==> src/rtl/cpr_stream_ctrl_pkg.sv <==
// Shared types and default widths for the cyclic-prefix-removal stream controller.
package cpr_pkg;

  localparam int CPR_CNT_W = 12;
  localparam int CPR_SYM_W = 16;

  typedef enum logic [1:0] {
    ST_IDLE,
    ST_DROP,
    ST_PASS,
    ST_FLUSH
  } cpr_state_e;

endpackage

==> src/rtl/cpr_stream_ctrl_out_reg.sv <==
// One-entry AXI-stream register slice; a load in the same cycle as an accept keeps it full.
module cpr_out_reg
  import cpr_pkg::*;
#(
  parameter int DATA_W = 32
) (
  input  logic              clk,
  input  logic              rst_n,
  input  logic              load,
  input  logic [DATA_W-1:0] load_data,
  input  logic              load_last,
  output logic [DATA_W-1:0] data,
  output logic              last,
  output logic              valid,
  input  logic              ready,
  output logic              empty
);

  always_ff @(posedge clk) begin
    if (!rst_n) begin
      data  <= '0;
      last  <= 1'b0;
      valid <= 1'b0;
    end else if (load) begin
      data  <= load_data;
      last  <= load_last;
      valid <= 1'b1;
    end else if (valid && ready) begin
      valid <= 1'b0;
    end
  end

  assign empty = !valid;

endmodule

==> src/rtl/cpr_stream_ctrl.sv <==
// Cyclic-prefix removal sequencer: drops cp_len samples, passes fft_len samples per symbol.
// Optional watchdog built when CPR_WATCHDOG_EN is defined; otherwise stall_flag is constant 0.
module cpr_stream_ctrl
  import cpr_pkg::*;
#(
  parameter int DATA_W = 32,
  parameter int CNT_W  = CPR_CNT_W,
  parameter int SYM_W  = CPR_SYM_W,
  parameter int WD_W   = 16
) (
  input  logic              ap_clk,
  input  logic              ap_rst_n,
  input  logic              ap_start,
  output logic              ap_done,
  output logic              ap_idle,
  input  logic [CNT_W-1:0]  cfg_cp_len,
  input  logic [CNT_W-1:0]  cfg_fft_len,
  input  logic [SYM_W-1:0]  cfg_num_sym,
  input  logic [DATA_W-1:0] inpstream_TDATA,
  input  logic              inpstream_TVALID,
  output logic              inpstream_TREADY,
  output logic [DATA_W-1:0] oupstream_TDATA,
  output logic              oupstream_TVALID,
  input  logic              oupstream_TREADY,
  output logic              oupstream_TLAST,
  output logic              inpstream_TDATA_blk_n,
  output logic              oupstream_TDATA_blk_n,
  output logic              stall_flag
);

  localparam logic [CNT_W-1:0] CNT_ONE = CNT_W'(1);
  localparam logic [SYM_W-1:0] SYM_ONE = SYM_W'(1);

  cpr_state_e       state, state_d;
  logic [CNT_W-1:0] cnt, cp_q, fft_q;
  logic [SYM_W-1:0] sym_cnt, num_q;
  logic             start_acc, load, in_hs, out_hs, out_empty;
  logic             cp_last, fft_last, sym_last;

  assign cp_last  = (cnt == cp_q - CNT_ONE);
  assign fft_last = (cnt == fft_q - CNT_ONE);
  assign sym_last = (sym_cnt == num_q - SYM_ONE);
  assign in_hs    = inpstream_TVALID && inpstream_TREADY;
  assign out_hs   = oupstream_TVALID && oupstream_TREADY;

  always_comb begin
    state_d          = state;
    inpstream_TREADY = 1'b0;
    start_acc        = 1'b0;
    load             = 1'b0;
    case (state)
      ST_IDLE: begin
        if (ap_start) begin
          start_acc = 1'b1;
          state_d   = (cfg_cp_len == '0) ? ST_PASS : ST_DROP;
        end
      end
      ST_DROP: begin
        inpstream_TREADY = 1'b1;
        if (inpstream_TVALID && cp_last) state_d = ST_PASS;
      end
      ST_PASS: begin
        inpstream_TREADY = out_empty || oupstream_TREADY;
        if (inpstream_TVALID && inpstream_TREADY) begin
          load = 1'b1;
          if (fft_last)
            state_d = sym_last ? ST_FLUSH : ((cp_q == '0) ? ST_PASS : ST_DROP);
        end
      end
      ST_FLUSH: begin
        if (out_hs) state_d = ST_IDLE;
      end
      default: state_d = ST_IDLE;
    endcase
  end

  // Zero-length fields are clamped to 1 at latch time so the count compares stay simple.
  always_ff @(posedge ap_clk) begin
    if (!ap_rst_n) begin
      state   <= ST_IDLE;
      cnt     <= '0;
      sym_cnt <= '0;
      cp_q    <= '0;
      fft_q   <= CNT_ONE;
      num_q   <= SYM_ONE;
      ap_done <= 1'b0;
    end else begin
      state   <= state_d;
      ap_done <= (state == ST_FLUSH) && out_hs;
      if (start_acc) begin
        cp_q    <= cfg_cp_len;
        fft_q   <= (cfg_fft_len == '0) ? CNT_ONE : cfg_fft_len;
        num_q   <= (cfg_num_sym == '0) ? SYM_ONE : cfg_num_sym;
        cnt     <= '0;
        sym_cnt <= '0;
      end else if (in_hs && state == ST_DROP) begin
        cnt <= cp_last ? '0 : cnt + CNT_ONE;
      end else if (load) begin
        if (fft_last) begin
          cnt <= '0;
          if (!sym_last) sym_cnt <= sym_cnt + SYM_ONE;
        end else begin
          cnt <= cnt + CNT_ONE;
        end
      end
    end
  end

  assign ap_idle               = (state == ST_IDLE);
  assign inpstream_TDATA_blk_n = !(inpstream_TREADY && !inpstream_TVALID);
  assign oupstream_TDATA_blk_n = !(oupstream_TVALID && !oupstream_TREADY);

  cpr_out_reg #(.DATA_W(DATA_W)) u_out_reg (
    .clk       (ap_clk),
    .rst_n     (ap_rst_n),
    .load      (load),
    .load_data (inpstream_TDATA),
    .load_last (fft_last),
    .data      (oupstream_TDATA),
    .last      (oupstream_TLAST),
    .valid     (oupstream_TVALID),
    .ready     (oupstream_TREADY),
    .empty     (out_empty)
  );

`ifdef CPR_WATCHDOG_EN
  logic [WD_W-1:0] wd_cnt;

  // Counts blocked cycles between handshakes; the flag stays set until the next run starts.
  always_ff @(posedge ap_clk) begin
    if (!ap_rst_n) begin
      wd_cnt     <= '0;
      stall_flag <= 1'b0;
    end else if (start_acc) begin
      wd_cnt     <= '0;
      stall_flag <= 1'b0;
    end else begin
      if (in_hs || out_hs)
        wd_cnt <= '0;
      else if (state != ST_IDLE && (!inpstream_TDATA_blk_n || !oupstream_TDATA_blk_n) && wd_cnt != '1)
        wd_cnt <= wd_cnt + 1'b1;
      if (wd_cnt == '1) stall_flag <= 1'b1;
    end
  end
`else
  // WD_W only sizes the watchdog; this compare is always false.
  assign stall_flag = (WD_W < 0);
`endif

endmodule

==> config.mk <==
export PLATFORM = sky130hd
export DESIGN_NAME = cpr_stream_ctrl
export DESIGN_NICKNAME = d
export VERILOG_FILES = /design/src/rtl/cpr_stream_ctrl_pkg.sv /design/src/rtl/cpr_stream_ctrl_out_reg.sv /design/src/rtl/cpr_stream_ctrl.sv
export SDC_FILE = /design/constraint.sdc
export NUM_CORES = 1
export LEC_CHECK = 0
export BUFFER_PORTS_ARGS = -buffer_cell sky130_fd_sc_hd__buf_2
export CAP_MARGIN = 25
export CORE_ASPECT_RATIO = 1.25
export CORE_UTILIZATION = 35
export DETAILED_ROUTE_END_ITERATION = 8
export SLEW_MARGIN = 20
export SYNTH_ARGS = -nofsm -noshare
export SYNTH_HDL_FRONTEND = slang
export SYNTH_SLANG_ARGS = --single-unit
==> constraint.sdc <==
create_clock -name ap_clk -period 4.05 [get_ports ap_clk]
set_input_delay 0.81 -clock ap_clk [delete_from_list [all_inputs] [get_ports ap_clk]]
set_output_delay 0.81 -clock ap_clk [all_outputs]
set_load 0.01 [all_outputs]
# After elaboration in Yosys (flattened, before gate mapping)
# Index checks and enable logic that the tools add are counted.
# word_totals
in_bits	77
register_bits	105
# classes
n_eq_ne	11
mux	22
reduce_logical	24
bitwise_logic	3
n_addsub	5
# ops
op	count
12-bit 2-to-1 mux	5
12-bit zero test	3
12-bit == test	2
12-bit by 1-bit subtractor with 12-bit output (second input constant)	2
16-bit by 1-bit adder with 16-bit output (second input constant)	1
16-bit == test	1
16-bit zero test	1
16-bit 2-to-1 mux	1
2-bit 2-to-1 mux	8
16-bit by 1-bit subtractor with 16-bit output (second input constant)	1
12-bit by 1-bit adder with 12-bit output (second input constant)	1
1-bit logical AND	8
2-bit != test (second input constant)	4
2-bit one-hot mux with 4 select lines	1
1-bit 2-to-1 mux	6
1-bit zero test	5
5-bit AND reduction	1
2-bit == test (second input constant)	2
4-bit AND reduction	1
2-bit nonzero test	2
1-bit NOT	3
2-bit by 1-bit == test with 1-bit output (second input constant)	1
2-bit zero test	1
2-bit by 1-bit != test with 1-bit output (second input constant)	1
other kinds (3)	3

# Logic depth before layout (Yosys ltp)
# depth
ltp_word	7
ltp_mapped	13
depth_no_buf	10

# Hierarchy
# Synthesis repeated with hierarchy kept, for this count alone.
# unflattened
cells_unflattened	653
area_unflattened_um2	5909.4
# by_module_without_submodules
module	cells_each	seq_area_each_um2	instances	area_per_inst_um2
cpr_stream_ctrl	543	1421.4	1	4591.9
cpr_out_reg	110	680.7	1	1317.5

# Worst setup path after synthesis
# No wires, ideal clock.
# synth_path
path_kind	register to register
startpoint	register fft_q[0]
endpoint	register sym_cnt[13]
stages_incl_launch_ff	13
slack_ps	930
synth_period_minus_slack_ps	3120
arrival_time_ps	3049
cell_sequence	dfxtp_1 -> clkbuf_1 -> inv_1 -> ha_1 -> buf_4 -> o21ba_2 -> a221oi_1 -> a41oi_1 -> or4_4 -> nor4_4 -> o21ai_2 -> or4_1 -> a21oi_1
# synth_between
elab_chain_cells	3
# synth_lines
item	line_no	rtl
from (decl)	cpr_stream_ctrl.sv:35	logic [CNT_W-1:0] cnt, cp_q, fft_q;
from (signal assigned)	cpr_stream_ctrl.sv:92	fft_q <= (cfg_fft_len == '0) ? CNT_ONE : cfg_fft_len;
12-bit by 1-bit subtractor with 12-bit output	cpr_stream_ctrl.sv:41	assign fft_last = (cnt == fft_q - CNT_ONE);
12-bit == test	cpr_stream_ctrl.sv:41	
4-bit AND reduction (no source line)	-	
to (signal assigned)	cpr_stream_ctrl.sv:101	if (!sym_last) sym_cnt <= sym_cnt + SYM_ONE;
to (decl)	cpr_stream_ctrl.sv:36	logic [SYM_W-1:0] sym_cnt, num_q;
# No other way between the ends.
# A chain may end at the register's enable or synchronous reset.

# Final worst setup path
# layout_path
startpoint	register fft_q[0]
endpoint	register sym_cnt[4]
# Same word-level chain as after synthesis.

==> metrics.log <==
[metrics] Power Dens Cells: 498 nW/um2
[metrics] maximum buffer depth of the clock tree: 2
[metrics] count of pins on the block boundary: 117
[metrics] Post-CTS Setup Inserts: 0
[metrics] number of buffers created by CTS: 9
[metrics] first drt pass iteration count: 5
[metrics] Clock Sinks: 105
[metrics] Initial Utilization: 0.363
[metrics] Std-Cell Core Area: 15100 um2
[metrics] quantity of I/O buffers inserted on ports: 115
[metrics] outcome: complete, no violations
[metrics] area of the mapped netlist: 5500 um2
[metrics] instance area after placement: 6190 um2
[metrics] worst IR drop on VDD: 0.000233 V
[metrics] headroom to the max-slew limit: 0.470
[metrics] Top FF cell, synth: sky130_fd_sc_hd__dfxtp_1
[metrics] dominant cells by area after synthesis: sky130_fd_sc_hd__dfxtp_1 (38%), sky130_fd_sc_hd__nand2_1 (6.7%), sky130_fd_sc_hd__a22o_1 (5.1%), sky130_fd_sc_hd__xnor2_1 (4.8%), sky130_fd_sc_hd__xor2_1 (4.8%)
[metrics] height of the die: 142 um
[metrics] async set-or-reset flop fraction in the synthesized netlist: 0
[metrics] drt drc: 0
[metrics] layout cell share with drive strength beyond 1: 0.197
[metrics] area share of the leading cell type in the synthesized netlist: 0.382
[metrics] cts repair resizes: 0
[metrics] most used standard cell by instance count after synthesis: sky130_fd_sc_hd__dfxtp_1
[metrics] Arr. time, crit path: 3.88 ns
[metrics] share of the yosys chip area belonging to registers: 0.382
[metrics] routed wirelength normalized by instance count: 15.4 um
[metrics] Highest Clock Rate: 277 MHz
[metrics] maximum number of pins on one net before global-route repair: 42
[metrics] final weighted congestion of routability-driven global placement: 0.857
[metrics] count of pins over their slew limit: 0
[metrics] Leak Pwr: 2.55 nW
[metrics] path type of the worst setup path: flop to flop
[metrics] number of diodes: 0
[metrics] initial detailed-routing violation count: 272
[metrics] fill cell count: 1508
[metrics] Root Buffer Master: sky130_fd_sc_hd__clkbuf_16
[metrics] portion of the clock cycle consumed by the worst path in the final layout: 0.892
[metrics] shortest period the worst path allows: 3.61 ns
[metrics] min-delay worst type: flop to flop
[metrics] Crit. End Element: flop
[metrics] Post-Syn Instances: 652
[metrics] Die Outline Area: 16200 um2
[metrics] fin worst setup slack: 0.438 ns
[metrics] sum of negative setup slack: 0 ns
[metrics] slew at the pin closest to its max-slew limit: 0.793 ns
[metrics] via count of the first global-routing pass: 4991
[metrics] number of distinct library cells after synthesis: 65
[metrics] leftover overflow at the end of global routing: 0
[metrics] total via count after detailed routing: 5065
[metrics] mean instance size in the synthesized netlist: 8.44 um2
[metrics] Layout Area Growth over Synthesis: 18.4%
[metrics] wire length of the first global-routing pass: 24000 um
[metrics] worst-case setup slack after placement: 0.440 ns
[metrics] post-synthesis cell type with the largest combined area: sky130_fd_sc_hd__dfxtp_1
[metrics] setup-violating endpoint count in the final report: 0
[metrics] leading post-synthesis cells by instance count: sky130_fd_sc_hd__dfxtp_1 (105), sky130_fd_sc_hd__nand2_1 (98), sky130_fd_sc_hd__nor2_1 (41)
[metrics] Total Routing Usage GR: 0.189
[metrics] Yosys warning total: 0
[metrics] Post-Route WL: 14600 um
[metrics] number of levels in the clock H-tree: 3
[metrics] net count reported at finish: 827
[metrics] count of max-cap constraint violations: 0
[metrics] worst-skew pair later-pin latency: 0.36 ns
[metrics] number of placement rows: 50
[metrics] post-layout instance area: 6510 um2
[metrics] hold-fix buffers at CTS: 0
[metrics] Worst Path Required: 4.32 ns
[metrics] RSZ-0062 raised after global routing: no
[metrics] Die X-Extent: 114 um
[metrics] worst-path maximum fanout: 12
[metrics] number of antenna violations at the first check in global routing: 0
[metrics] startpoint type of the worst setup path: flop
[metrics] number of flops mapped to enable cells by yosys: 0
[metrics] antenna viol nets, final: 0
[metrics] Final Hold Vio Count: 0
[metrics] Synthesized Nets: 739
[metrics] clock tree from TritonCTS: yes
[metrics] post-route worst hold slack: 0.465 ns
[metrics] register bit total from synthesis: 105
[metrics] setup clock skew after layout: 0.00737 ns
[metrics] average via count per standard cell: 5.31
[metrics] half-perimeter wire length after detailed placement: 11200 um
[metrics] clock edge transition at the registers on the reported setup and hold paths: 0.07 ns
==> layer usage <==
| layer | global-route usage | part of all wire |
|---|---|---|
| met1 | 0.205 | 0.42 |
| met4 | 0.122 | 0.040 |
| met5 | 0 | 0 |
| met3 | 0.0277 | 0.034 |
| met2 | 0.339 | 0.51 |
==> placed cells by master (no fill, tap or decap), types with 3 or more instances in the layout <==
cell type,instances
sky130_fd_sc_hd__or4_1,11
sky130_fd_sc_hd__xor2_1,30
sky130_fd_sc_hd__or3_1,6
sky130_fd_sc_hd__o211ai_1,4
sky130_fd_sc_hd__o21ai_0,18
sky130_fd_sc_hd__nor4_1,17
sky130_fd_sc_hd__a31oi_1,4
sky130_fd_sc_hd__mux2i_1,6
sky130_fd_sc_hd__a21oi_1,17
sky130_fd_sc_hd__nand4_1,13
sky130_fd_sc_hd__nor3b_1,5
sky130_fd_sc_hd__nor3_1,12
sky130_fd_sc_hd__nor2_1,41
sky130_fd_sc_hd__o31ai_1,10
sky130_fd_sc_hd__buf_2,115
sky130_fd_sc_hd__dfxtp_1,105
sky130_fd_sc_hd__xnor2_1,30
sky130_fd_sc_hd__and2_1,3
sky130_fd_sc_hd__inv_1,20
sky130_fd_sc_hd__o21a_1,3
sky130_fd_sc_hd__nand2_1,98
sky130_fd_sc_hd__buf_4,4
sky130_fd_sc_hd__clkbuf_16,9
sky130_fd_sc_hd__nand3_1,22
sky130_fd_sc_hd__nor2b_1,5
sky130_fd_sc_hd__a22o_1,32
sky130_fd_sc_hd__o2111ai_1,3
sky130_fd_sc_hd__a41oi_1,5
sky130_fd_sc_hd__ha_1,10
sky130_fd_sc_hd__and3_1,7
sky130_fd_sc_hd__a21boi_0,33
==> through the flow <==
stage               cells  utilization  power [mW]
floorplan             652            -        2.02
global placement      937        0.409        2.28
detailed placement    937        0.409        2.32
CTS                   953        0.430        3.28
global route          953        0.430        3.45
finish                953        0.430        3.24
==> path summary, 6_finish.rpt <==
kind	start	to	cells after the start	slack [ns]
setup / recovery	fft_q[0]	sym_cnt[4]	10	0.44
hold / removal	u_out_reg.data[4]	u_out_reg.data[4]	2	0.46
setup reg to reg	fft_q[0]	sym_cnt[4]	10	0.44
hold reg to reg	u_out_reg.data[4]	u_out_reg.data[4]	2	0.46
==> flip-flops by register name, summed over array words and instances, names as in the netlist <==
| signal | cells |
|---|---|
| cnt | 12 |
| fft_q | 12 |
| cp_q | 12 |
| ap_done | 1 |
| state | 2 |
| num_q | 16 |
| u_out_reg.data | 32 |
| u_out_reg.valid | 1 |
| sym_cnt | 16 |
| u_out_reg.last | 1 |
==> power breakdown <==
| group | switching (mW) | total, mW | leakage, nW | internal, mW |
|---|---|---|---|---|
| clock | 0.387 | 0.948 | 0.157 | 0.560 |
| sequential | 0.137 | 1.28 | 0.854 | 1.15 |
| combinational | 0.585 | 1.01 | 1.54 | 0.428 |
| total | 1.11 | 3.24 | 2.55 | 2.13 |
==> cell type report <==
cell class,count,area [um2],area share
clock buffers,12,246,0.0379
clock inverters,4,73.8,0.0113
inverters,20,75.1,0.0115
multi-input cells,485,3150,0.483
flip-flops and latches,105,2100,0.323
well taps,208,260,0.0400
repair buffers,119,606,0.0930
==> critical path, cell delays in order (launching register included) <==
cell and delay, ns:
sky130_fd_sc_hd__dfxtp_1 0.37, sky130_fd_sc_hd__inv_1 0.11, sky130_fd_sc_hd__ha_1 0.36, sky130_fd_sc_hd__or4b_4 0.56, sky130_fd_sc_hd__o311ai_0 0.37, sky130_fd_sc_hd__o211ai_1 0.15, sky130_fd_sc_hd__o31a_1 0.19, sky130_fd_sc_hd__nor4_4 0.35
sky130_fd_sc_hd__o2111ai_1 0.40, sky130_fd_sc_hd__or3_2 0.54, sky130_fd_sc_hd__a21oi_1 0.15
==> cell families after synthesis <==
group | after synthesis | share of synthesized area
and+or+nand+nor | 253 | 0.231
AOI/OAI and AO/OA | 155 | 0.212
DFF | 105 | 0.382
buffers and inverters | 62 | 0.0457
xor gates and xnor gates | 60 | 0.0955
adders and majority gates | 10 | 0.0227
muxes | 6 | 0.0109
other | 1 | 0.000682
Power figures use the tool's default switching activity.
